File: src/rtl/cpu_pkg.sv
// Shared CPU front-end types and constants: machine width, instruction size,
// the idle instruction value and the entry format carried by the fetch queue.
package cpu_pkg;

  localparam int XLEN       = 32;
  localparam int INSN_BYTES = 4;

  localparam logic [XLEN-1:0] NOP_INSN = 32'h0000_0000;

  typedef struct packed {
    logic [31:0] insn;
    logic [31:0] pc;
  } fetch_entry_t;

  // Instruction fetches are always word addressed; low address bits are dropped.
  function automatic logic [XLEN-1:0] word_align(input logic [XLEN-1:0] addr);
    return {addr[XLEN-1:2], 2'b00};
  endfunction

endpackage

File: src/rtl/fetch_fifo.sv
// Circular buffer of fetched instructions with a combinational head view.
// Flush empties the buffer in one cycle and takes priority over push/pop.
module fetch_fifo
  import cpu_pkg::*;
#(
  parameter  int DEPTH = 4,
  localparam int AW    = (DEPTH > 1) ? $clog2(DEPTH) : 1,
  localparam int CW    = AW + 1
) (
  input  logic          clk,
  input  logic          rst_ni,
  input  logic          push_i,
  input  fetch_entry_t  push_data_i,
  input  logic          pop_i,
  input  logic          flush_i,
  output fetch_entry_t  head_o,
  output logic [CW-1:0] count_o,
  output logic          empty_o
);

  localparam logic [CW-1:0] FULL_COUNT = CW'(DEPTH);

  fetch_entry_t mem_q [DEPTH];

  logic [AW-1:0] wr_ptr_q, wr_ptr_d;
  logic [AW-1:0] rd_ptr_q, rd_ptr_d;
  logic [CW-1:0] count_q, count_d;

  logic empty;
  logic full;
  logic do_pop;
  logic do_push;

  assign empty   = (count_q == '0);
  assign full    = (count_q == FULL_COUNT);
  assign do_pop  = pop_i && !empty && !flush_i;
  // A push into a full buffer is only accepted when a pop frees the slot.
  assign do_push = push_i && !flush_i && (!full || do_pop);

  always_comb begin
    wr_ptr_d = wr_ptr_q;
    rd_ptr_d = rd_ptr_q;
    count_d  = count_q;
    if (flush_i) begin
      wr_ptr_d = '0;
      rd_ptr_d = '0;
      count_d  = '0;
    end else begin
      if (do_push) begin
        wr_ptr_d = wr_ptr_q + AW'(1);
      end
      if (do_pop) begin
        rd_ptr_d = rd_ptr_q + AW'(1);
      end
      if (do_push && !do_pop) begin
        count_d = count_q + CW'(1);
      end else if (do_pop && !do_push) begin
        count_d = count_q - CW'(1);
      end
    end
  end

  always_ff @(posedge clk or negedge rst_ni) begin
    if (!rst_ni) begin
      wr_ptr_q <= '0;
      rd_ptr_q <= '0;
      count_q  <= '0;
    end else begin
      wr_ptr_q <= wr_ptr_d;
      rd_ptr_q <= rd_ptr_d;
      count_q  <= count_d;
    end
  end

  always_ff @(posedge clk) begin
    if (do_push) begin
      mem_q[wr_ptr_q] <= push_data_i;
    end
  end

  assign head_o  = mem_q[rd_ptr_q];
  assign count_o = count_q;
  assign empty_o = empty;

endmodule

File: src/rtl/if_prefetch_queue.sv
// Instruction prefetch queue: owns the fetch PC, issues one sequential fetch per
// cycle while credit remains, buffers responses and presents the head to decode.
module if_prefetch_queue #(
  parameter int          DEPTH    = 4,
  parameter logic [31:0] RESET_PC = 32'h0000_0000,
  parameter logic [31:0] NOP_INSN = cpu_pkg::NOP_INSN
) (
  input  logic        clk,
  input  logic        rst,
  input  logic        redirect,
  input  logic [31:0] redirect_pc,
  input  logic        stall,
  output logic        imem_req,
  output logic [31:0] imem_addr,
  input  logic [31:0] imem_rdata,
  output logic        valid_o,
  output logic [31:0] ir_o,
  output logic [31:0] pc_o,
  output logic [31:0] npc_o
);

  import cpu_pkg::*;

  localparam int AW = (DEPTH > 1) ? $clog2(DEPTH) : 1;
  localparam int CW = AW + 1;
  localparam logic [CW:0]     DEPTH_OCC = (CW + 1)'(DEPTH);
  localparam logic [XLEN-1:0] PC_STEP   = XLEN'(INSN_BYTES);

  logic [XLEN-1:0] fetch_pc_q, fetch_pc_d;
  logic [XLEN-1:0] req_addr_q, req_addr_d;
  logic            epoch_q, epoch_d;
  logic            req_epoch_q, req_epoch_d;
  logic            inflight_q, inflight_d;

  fetch_entry_t  head;
  fetch_entry_t  resp_entry;
  logic [CW-1:0] fifo_count;
  logic          fifo_empty;
  logic [CW:0]   occupancy;
  logic          credit_ok;
  logic          issue;
  logic          resp_push;
  logic          head_pop;

  // Credit counts the outstanding fetch but ignores a same-cycle pop, so the
  // buffer can never be overrun by a response.
  assign occupancy = {1'b0, fifo_count} + {{CW{1'b0}}, inflight_q};
  assign credit_ok = (occupancy < DEPTH_OCC);
  assign issue     = !redirect && credit_ok;

  assign resp_push  = inflight_q && (req_epoch_q == epoch_q) && !redirect;
  assign resp_entry = '{insn: imem_rdata, pc: req_addr_q};
  assign head_pop   = !fifo_empty && !stall && !redirect;

  always_comb begin
    fetch_pc_d  = fetch_pc_q;
    req_addr_d  = req_addr_q;
    req_epoch_d = req_epoch_q;
    epoch_d     = epoch_q ^ redirect;
    inflight_d  = issue;
    if (redirect) begin
      fetch_pc_d = word_align(redirect_pc);
    end else if (issue) begin
      fetch_pc_d  = fetch_pc_q + PC_STEP;
      req_addr_d  = fetch_pc_q;
      req_epoch_d = epoch_q;
    end
  end

  always_ff @(posedge clk or negedge rst) begin
    if (!rst) begin
      fetch_pc_q  <= word_align(RESET_PC);
      req_addr_q  <= '0;
      epoch_q     <= 1'b0;
      req_epoch_q <= 1'b0;
      inflight_q  <= 1'b0;
    end else begin
      fetch_pc_q  <= fetch_pc_d;
      req_addr_q  <= req_addr_d;
      epoch_q     <= epoch_d;
      req_epoch_q <= req_epoch_d;
      inflight_q  <= inflight_d;
    end
  end

  fetch_fifo #(
    .DEPTH (DEPTH)
  ) u_fifo (
    .clk         (clk),
    .rst_ni      (rst),
    .push_i      (resp_push),
    .push_data_i (resp_entry),
    .pop_i       (head_pop),
    .flush_i     (redirect),
    .head_o      (head),
    .count_o     (fifo_count),
    .empty_o     (fifo_empty)
  );

  // The request is masked while reset is held so memory sees no fetch then.
  assign imem_req  = issue && rst;
  assign imem_addr = fetch_pc_q;

  assign valid_o = !fifo_empty;
  assign ir_o    = valid_o ? head.insn : NOP_INSN;
  assign pc_o    = valid_o ? head.pc : '0;
  assign npc_o   = valid_o ? (head.pc + PC_STEP) : '0;

endmodule
File: config.mk
export PLATFORM = sky130hd
export DESIGN_NAME = if_prefetch_queue
export DESIGN_NICKNAME = d
export VERILOG_FILES = /design/src/rtl/cpu_pkg.sv /design/src/rtl/fetch_fifo.sv /design/src/rtl/if_prefetch_queue.sv
export SDC_FILE = /design/constraint.sdc
export NUM_CORES = 1
export LEC_CHECK = 0
export BUFFER_PORTS_ARGS = -buffer_cell sky130_fd_sc_hd__buf_2
export CORE_MARGIN = 1
export CORE_UTILIZATION = 50
export CTS_BUF_LIST = sky130_fd_sc_hd__clkbuf_4 sky130_fd_sc_hd__clkbuf_8
export DETAILED_ROUTE_END_ITERATION = 6
export GPL_ROUTABILITY_DRIVEN = 0
export MAX_ROUTING_LAYER = met4
export PLACE_DENSITY = 0.71
export SLEW_MARGIN = 20
export SYNTH_ARGS = -nofsm -noshare
export SYNTH_HDL_FRONTEND = slang
export SYNTH_SLANG_ARGS = --single-unit
File: constraint.sdc
create_clock -name clk -period 5.2 [get_ports clk]
set_clock_uncertainty 0.2 [all_clocks]
set_input_delay 0.26 -clock clk [delete_from_list [all_inputs] [get_ports clk]]
set_output_delay 0.26 -clock clk [all_outputs]
set_load 0.01 [all_outputs]
# Word level (Yosys, flattened, before mapping)
# Memories as Yosys holds them, arrays and structs flattened.
# Index checks and enable logic that the tools add are counted.
word_totals:
  inputBits: 68
  elab_cells: 60
  mem_bits_ro: 0
  latchBits: 0
  mem_bits_rw: 256
  mem_count: 1
  out_inout_bits: 130
  reg_bits: 74
op_classes:
  bitwise_logic: 2
  div: 0
  n_mul: 0
  n_reduce_logical: 25
  addsub: 7
  shift: 0
  magnitude_cmp: 1
  mux: 14
  n_eq_ne: 2
mem_list:
  columns: ["memory", "words", "width", "rd", "rd_clocked_by_memory_dff", "write_ports", "line", "rtl"]
  rows:
  - ["u_fifo.mem_q", 4, 64, 1, 0, 1, "fetch_fifo.sv:23", "fetch_entry_t mem_q [DEPTH];"]
ops:
  columns: ["operator", "count"]
  rows:
  - ["two-way mux 32 bit", 5]
  - ["adder 32 x 3 -> 32 bit, second input constant", 2]
  - ["logical AND 1 bit", 12]
  - ["two-way mux 3 bit", 3]
  - ["two-way mux 2 bit", 4]
  - ["zero test 1 bit", 6]
  - ["nonzero test 2 bit", 3]
  - ["adder 2 x 1 -> 2 bit, second input constant", 2]
  - ["adder 3 x 1 -> 4 bit", 1]
  - ["< comparator 4 x 3 -> 1 bit, second input constant", 1]
  - ["adder 3 x 1 -> 3 bit, second input constant", 1]
  - ["equality test 3 bit, second input constant", 1]
  - ["zero test 3 bit", 1]
  - ["nonzero test 3 bit", 1]
  - ["subtractor 3 x 1 -> 3 bit, second input constant", 1]
  - ["two-way mux 1 bit", 2]
  - ["AND reduction 2 bit", 1]
  - ["equality test 1 bit", 1]
  - ["logical OR 1 bit", 1]
  - ["NOT 1 bit", 1]
  - ["XOR 1 bit", 1]

# Depth between registers and ports, before layout
# Gate-level depths: netlist of run 1.
logic_depth:
  ltp_word: 13
  depth_mapped: 9
  mapped_depth_nobuf: 8

# By module
# Synthesis of run 1 repeated with hierarchy kept, for this count alone.
unflattened:
  hier_cells: 873
  hier_area_um2: 13974.7
by_module_without_submodules:
  columns: ["mod", "instances", "area_each_um2", "seq_area_each_um2", "cells_each"]
  rows:
  - ["fetch_fifo", 1, 9749.4, 7862.5, 388]
  - ["if_prefetch_queue", 1, 4225.3, 1576.5, 485]

# Worst setup path after synthesis of run 1
# No wires, ideal clock.
synth_timing:
  path_kind: "register to register"
  from: "reg epoch_q"
  to: "mem u_fifo.mem_q[0][10] (netlist name) (enable)"
  setup_ns: 0.426
  slack_ns: 1.586
  required_ns: 4.574
  n_path_buf: 0
  arrival_time_ns: 2.988
  period_less_slack_ns: 3.614
  stages_incl_launch_ff: 5
  path_cell_list: "dfrtp_1 > xnor2_1 > nand2_1 > a311oi_1 > and2_1"
synth_between:
  elab_chain_cells: 7
synth_rtl:
  columns: ["item", "line", "rtl"]
  rows:
  - ["start: declaration", "if_prefetch_queue.sv:31", "logic epoch_q, epoch_d;"]
  - ["start signal: assignment", "if_prefetch_queue.sv:80", "epoch_q <= epoch_d;"]
  - ["equality test 1 bit", "if_prefetch_queue.sv:51", "assign resp_push = inflight_q && (req_epoch_q == epoch_q) && !redirect;"]
  - ["logical AND 1 bit (2 in series)", "if_prefetch_queue.sv:51", null]
  - ["logical AND 1 bit (2 in series)", "fetch_fifo.sv:38", "assign do_push = push_i && !flush_i && (!full || do_pop);"]
  - ["two-way mux 1 bit", "fetch_fifo.sv:76", "if (do_push) begin"]
  - ["two-way mux 1 bit (implied by the code)", "fetch_fifo.sv:77", "mem_q[wr_ptr_q] <= push_data_i;"]
  - ["end: declaration", "fetch_fifo.sv:23", null]
# No other way between the ends.

# Final worst setup path of run 1
layout_timing:
  from: "reg u_fifo.rd_ptr_q[0]"
  to: "out npc_o[29]"
layout_between:
  elab_chain_cells: 3
layout_rtl:
  columns: ["item", "line", "rtl"]
  rows:
  - ["start: declaration", "fetch_fifo.sv:26", "logic [AW-1:0] rd_ptr_q, rd_ptr_d;"]
  - ["start signal: assignment", "fetch_fifo.sv:70", "rd_ptr_q <= rd_ptr_d;"]
  - ["memory (4 x 64 bit)", null, null]
  - ["adder 32 x 3 -> 32 bit", "if_prefetch_queue.sv:107", "assign npc_o = valid_o ? (head.pc + PC_STEP) : '0;"]
  - ["two-way mux 32 bit", "if_prefetch_queue.sv:107", null]
  - ["end: declaration", "if_prefetch_queue.sv:19", "output logic [31:0] npc_o"]
# No other way between the ends.

==> impl_metrics.env, run 1 <==
export IMPL_initial_core_util_pct=50.8
export IMPL_fin_crit_sh_pct=82.7
export IMPL_final_cell_area_um2=16600
export IMPL_syn_to_final_growth_pct=21.4
export IMPL_finalPower_uw=8480
export IMPL_clock_latency_ns=0.58
export IMPL_drt_total_wl_mm=29.1
export IMPL_maxSlewHeadroom_pct=36.1
export IMPL_hold_violations=0
export IMPL_grt_max_degree=66
export IMPL_synth_ff_type="edfxtp_1"
export IMPL_async_reset_ff_share_pct=22.0
export IMPL_dp_hpwl_mm=18.4
export IMPL_dpl_cell_area_um2=14900
export IMPL_drt_iter0_markers=625
export IMPL_critPathKind="reg2out"
export IMPL_numCtsBuffers=51
export IMPL_syn_area_um2=13700
export IMPL_min_path_type="in2reg"
export IMPL_avgSynthCellArea_um2=16.2
export IMPL_synthDistinctLibCells=51
export IMPL_ctsResizeCount=0
export IMPL_die_area_um2=28000
export IMPL_num_nets_final=1197
export IMPL_ys_ff_latch=318
export IMPL_rrSetupSlack_ns=1.66
export IMPL_holdWs_ns=0.218
export IMPL_synth_edff_count=248
export IMPL_cts_root_buf="clkbuf_8"
export IMPL_vias=8281
export IMPL_setup_violations=0
export IMPL_fillCellCount=2029
export IMPL_p_leak_uw=0.00619
export IMPL_port_buffers=189
export IMPL_cap_violations=0
export IMPL_seqCellArea_um2=9200
export IMPL_die_width_um=167
export IMPL_startpoint_type="flip-flop"
export IMPL_drcViolationCount=0
export IMPL_syn_inst=842
export IMPL_finalNonFillerCells=1497
export IMPL_grt_setup_unrepaired="no"
export IMPL_critPathMaxFanout=33
export IMPL_wl_per_cell_um=19.4
export IMPL_synth_seq_area_share_pct=67.4
export IMPL_fmax_mhz=232
export IMPL_cts_sinks=318
export IMPL_yosys_warnings=0
export IMPL_dieHeight_um=167
export IMPL_setup_tns_ns=0
export IMPL_multi_input_area_um2=4160
export IMPL_io_pins=198
export IMPL_antenna_found_initial=0
export IMPL_grt_pass1_wl_mm=45.7
export IMPL_dp_cells=1344
export IMPL_powerDensity_nw_per_um2=512
export IMPL_vias_per_cell=5.53
export IMPL_ir_worst_vdd_mv=0.237
export IMPL_clk_pin_slew_ns=0.06
export IMPL_core_um2=26900
export IMPL_cts_htree_levels=2
export IMPL_slew_violations=0
export IMPL_first_global_vias=8305
export IMPL_num_rows=60
export IMPL_cts_tree="yes"
export IMPL_first_pass_iters=5
export IMPL_cp_end_kind="primary output"
export IMPL_overflow=0
export IMPL_period_needed_ns=4.30
export IMPL_worstPathRequired_ns=4.74
export IMPL_final_common_cell="edfxtp_1"
export IMPL_tightestPinTransition_ns=0.956
export IMPL_ctsLongestPathBuffers=3
export IMPL_layout_cells_most_common_list="edfxtp_1 (248), buf_2 (189), and2_1 (69)"
export IMPL_crit_arrival_ns=3.84
export IMPL_n_antenna_cell=0
export IMPL_track_usage_pct=21.8
export IMPL_drive_above_1_share_pct=33.1
export IMPL_antenna_left=0
export IMPL_run_status="completed"
## worst max-delay path, cell delays in order, from the launching register on
cell and delay (ns):
dfrtp_4 0.82, buf_4 0.65, mux4_2 0.43, and4_1 0.31, nand4_1 0.13, or4_1 0.49
a21oi_1 0.24, buf_2 0.18
## per-stage QoR
stage                     setup WS [ns]  util, %
after floorplan                    1.59        -
after global placement             1.45     55.4
after detailed placement           1.42     55.4
after CTS                         0.787     61.7
after global routing              0.614     61.7
final                             0.897     61.7
## area by class of cell
type | count | share of cell area, %
sequential | 318 | 55.5
multi-input combinational | 471 | 25.1
timing repair buffer | 271 | 10.4
clock buffer | 70 | 5.13
tap | 341 | 2.57
clock inverter | 17 | 1.03
inverter | 9 | 0.204
## cells in the mapped netlist, types with 4 or more instances
| master | number | area, um2 |
|---|---|---|
| buf_4 | 10 | 75.1 |
| xnor2_1 | 20 | 175 |
| nand2_1 | 51 | 191 |
| ha_1 | 6 | 75.1 |
| nor4_1 | 9 | 56.3 |
| edfxtp_1 | 248 | 7450 |
| and3_1 | 12 | 75.1 |
| or3_1 | 8 | 50.1 |
| nand3_1 | 22 | 110 |
| nor2_1 | 28 | 105 |
| mux4_1 | 17 | 447 |
| and2_1 | 73 | 457 |
| xor2_1 | 24 | 210 |
| a21oi_1 | 15 | 75.1 |
| clkbuf_1 | 28 | 105 |
| dfrtp_1 | 70 | 1750 |
| o21ai_0 | 36 | 180 |
| inv_1 | 9 | 33.8 |
| buf_2 | 4 | 20.0 |
| mux2_2 | 35 | 394 |
| nand4_1 | 12 | 75.1 |
| and4_1 | 6 | 52.6 |
| mux4_2 | 45 | 1010 |
| or4_1 | 8 | 60.1 |
| o31ai_1 | 9 | 67.6 |
## logic make-up (layout without fill, tap and decap cells)
logic type,Yosys count,count (layout),share of synthesized area [%]
AO/OA/AOI/OAI,73,73,3.13
other,1,6,0.0275
flip-flops,318,318,67.4
multiplexers,99,99,13.7
XOR/XNOR,44,44,2.82
buffers and inverters,58,367,2.39
AND/OR/NAND/NOR,242,242,9.83
adder cells (fa/ha/maj),7,7,0.696
## sequential cells by signal (all words and copies together), names as in the netlist
| register | count |
|---|---|
| u_fifo.wr_ptr_q | 2 |
| req_epoch_q | 1 |
| req_addr_q | 30 |
| u_fifo.count_o | 3 |
| u_fifo.mem_q | 248 |
| epoch_q | 1 |
| inflight_q | 1 |
| u_fifo.rd_ptr_q | 2 |
| imem_addr | 30 |
## power breakdown
group,internal (uW),leakage [uW],switching (uW)
combinational,1240,0.00255,1570
sequential,3190,0.00309,327
clock,1210,0.000545,947
## path summary, 6_finish.rpt
path	cells after the start	end	from
worst min register to register	1	epoch_q$_DFF_PN0_	epoch_q$_DFF_PN0_
worst min-delay path	4	imem_addr[15]$_DFFE_PN0N_	redirect_pc[15]
max in group asynchronous	3	imem_addr[31]$_DFFE_PN0N_	rst
worst max register to register	5	u_fifo.mem_q[1][8]$_DFFE_PP_	epoch_q$_DFF_PN0_
min in group asynchronous	3	epoch_q$_DFF_PN0_	rst
worst max-delay path	7	npc_o[29]	u_fifo.rd_ptr_q[0]$_DFFE_PN0P_
## per-layer routing
metal / track usage [%] / vias to the layer above / part of all wire, %
li1: - / 3808 / -
met1: 29.1 / 4129 / 44
met2: 35.1 / 292 / 48
met3: 3.26 / 52 / 5.2
met4: 6.66 / 0 / 2.2
met5: - / - / 0
## timing repair
item                                   in CTS  in global routing
setup endpoints to repair                   0                  0
endpoints found under the hold margin     186                  0
hold buffers                               66                  0
buffers inserted                            0                  0
Note: power is estimated with default switching activity, not from simulation.
==> run 2: changes to the inputs <==
PLACE_DENSITY = 0.74   (was 0.71)
clock period = 3.7 ns   (was 5.2 ns; I/O delays follow)
==> run 2 against run 1 <==
Compared with the run above: setup slack worse by 0.80 ns; clock power up 27%; count of clock-buffer cells in the layout down 2; register-to-register slack worse by 1.0 ns; combinational power up 48%; critical path depth unchanged; wire length up 1.4%; die area unchanged; global-route usage down 0.058 points; sequential cell count unchanged; critical endpoint unchanged; largest cell class unchanged.
==> impl_metrics.env, run 2 (same netlist as run 1, synthesis figures left out) <==
export IMPL_run_status="completed"
export IMPL_crit_arrival_ns=3.21
export IMPL_syn_to_final_growth_pct=22.0
export IMPL_clock_power_share_pct=23.2
export IMPL_vias=8305
export IMPL_drt_total_wl_mm=29.5
export IMPL_fmax_mhz=278
export IMPL_overflow=0
export IMPL_clock_latency_ns=0.55
export IMPL_critPathKind="reg2out"
export IMPL_cts_sinks=318
export IMPL_dpl_cell_area_um2=15000
export IMPL_drt_iter0_markers=813
export IMPL_cp_end_kind="primary output"
export IMPL_grt_setup_unrepaired="no"
export IMPL_vias_per_cell=5.50
export IMPL_hold_violations=0
export IMPL_fin_util_pct=62.0
export IMPL_fin_crit_sh_pct=97.3
export IMPL_n_antenna_cell=0
export IMPL_cap_violations=0
export IMPL_r2r_start="epoch_q$_DFF_PN0_"
export IMPL_multi_input_area_um2=4180
export IMPL_port_buffers=189
export IMPL_tightestPinTransition_ns=0.878
export IMPL_antenna_found_initial=0
export IMPL_ir_worst_vdd_mv=0.394
export IMPL_cts_root_buf="clkbuf_8"
export IMPL_core_um2=26900
export IMPL_powerDensity_nw_per_um2=709
export IMPL_num_nets_final=1210
export IMPL_cp_startpoint="u_fifo.rd_ptr_q[0]$_DFFE_PN0P_"
export IMPL_ctsLongestPathBuffers=3
export IMPL_p_leak_uw=0.00621
export IMPL_drcViolationCount=0
export IMPL_grt_max_degree=71
export IMPL_first_pass_iters=7
export IMPL_track_usage_pct=21.8
export IMPL_seqPwrFrac_pct=41.5
export IMPL_final_cell_area_um2=16700
export IMPL_setup_tns_ns=0
export IMPL_clk_pin_slew_ns=0.06
export IMPL_num_rows=60
export IMPL_layout_cells_most_common_list="edfxtp_1 (248), buf_2 (189), and2_1 (69)"
export IMPL_grt_pass1_wl_mm=45.6
export IMPL_cts_tree="yes"
export IMPL_die_width_um=167
export IMPL_dp_hpwl_mm=18.5
export IMPL_period_needed_ns=3.60
export IMPL_largest_reg_flops=248
export IMPL_min_from="redirect_pc[22]"
export IMPL_finalPower_uw=11800
export IMPL_top_register="u_fifo.mem_q"
export IMPL_p_comb_share_pct=35.3
export IMPL_startpoint_type="flip-flop"
export IMPL_min_path_type="in2reg"
export IMPL_fillCellCount=1983
export IMPL_final_common_cell="edfxtp_1"
export IMPL_critPathMaxFanout=14
export IMPL_die_area_um2=28000
export IMPL_dp_slack_ns=0.370
export IMPL_maxSlewHeadroom_pct=41.4
export IMPL_io_pins=198
export IMPL_worst_slack_ns=0.101
export IMPL_cts_htree_levels=2
export IMPL_initial_core_util_pct=50.8
export IMPL_setup_violations=0
export IMPL_seqCellArea_um2=9210
export IMPL_switching_share_pct=34.0
export IMPL_worstRegToRegCells=9
export IMPL_antenna_left=0
export IMPL_p_sw_uw=4020
export IMPL_first_global_vias=8435
export IMPL_drive_above_1_share_pct=34.6
export IMPL_worstPathRequired_ns=3.31
export IMPL_whs_path_depth=4
export IMPL_numCtsBuffers=49
export IMPL_slew_violations=0
export IMPL_wl_per_cell_um=19.5
export IMPL_p_int_uw=7800
export IMPL_dieHeight_um=167
## run 2: cell count changes in the layout (fill, tap and decap cells not counted), sizes merged
cell,change
bufinv,-3
clkinv,+1
clkbuf,-2
clkinvlp,+1
inv,+1
nand4,+1
buf,+12
dlygate4sd3,+2
## run 2: area by class of cell
class	count	share of cell area (%)
Tap cell	341	2.56
Multi-Input combinational cell	472	25.1
Clock buffer	68	5.02
Clock inverter	17	0.533
Sequential cell	318	55.2
Timing Repair Buffer	285	11.4
Inverter	9	0.203
## run 2: worst max-delay path, stage by stage, from the launching register on
cell     delay, ns
dfrtp_4       0.60
buf_4         0.18
mux4_1        0.44
and3_2        0.30
nand4_4       0.18
or4_1         0.59
a21oi_2       0.20
buf_2         0.16
## run 2: repair_timing
| item | in CTS | in global routing |
|---|---|---|
| setup buffers | 1 | 6 |
| pin swaps | 0 | 1 |
| gates resized for setup | 9 | 14 |
| setup endpoints to repair | 12 | 7 |
| gates cloned | 1 | 0 |
| hold buffers | 68 | 0 |
| hold endpoints to repair | 235 | 0 |
## run 2: final timing paths
kind	slack [ns]	to
worst max-delay path	0.10	npc_o[29]
worst max register to register	0.64	u_fifo.count_o[1]$_DFFE_PN0P_
min in group asynchronous	0.25	imem_addr[10]$_DFFE_PN0N_
max in group asynchronous	2.40	u_fifo.rd_ptr_q[1]$_DFFE_PN0P_
worst min register to register	0.32	epoch_q$_DFF_PN0_
worst min-delay path	0.17	imem_addr[22]$_DFFE_PN0N_
## run 2: per-layer routing
| metal | vias up | GRT usage, % | share of wire (%) |
|---|---|---|---|
| li1 | 3828 | - | - |
| met4 | 0 | 6.62 | 2.1 |
| met1 | 4127 | 29.5 | 44 |
| met5 | - | - | 0 |
| met2 | 304 | 34.0 | 47 |
| met3 | 46 | 3.73 | 6.0 |
## run 2: power by group through the flow
stage	registers, uW	logic (uW)	clock network (uW)
after CTS	4910	4110	2800
after global routing	4970	4530	2950
after global placement	4950	3900	0
after floorplan	4770	2680	0
after detailed placement	5000	3950	0
final	4910	4170	2740
## run 2: stage by stage
step	std cells	hold slack, ns
final	1510	0.168
after global routing	1510	0.165
after floorplan	847	-0.311
after detailed placement	1349	0.198
after CTS	1504	0.139
after global placement	1349	0.193
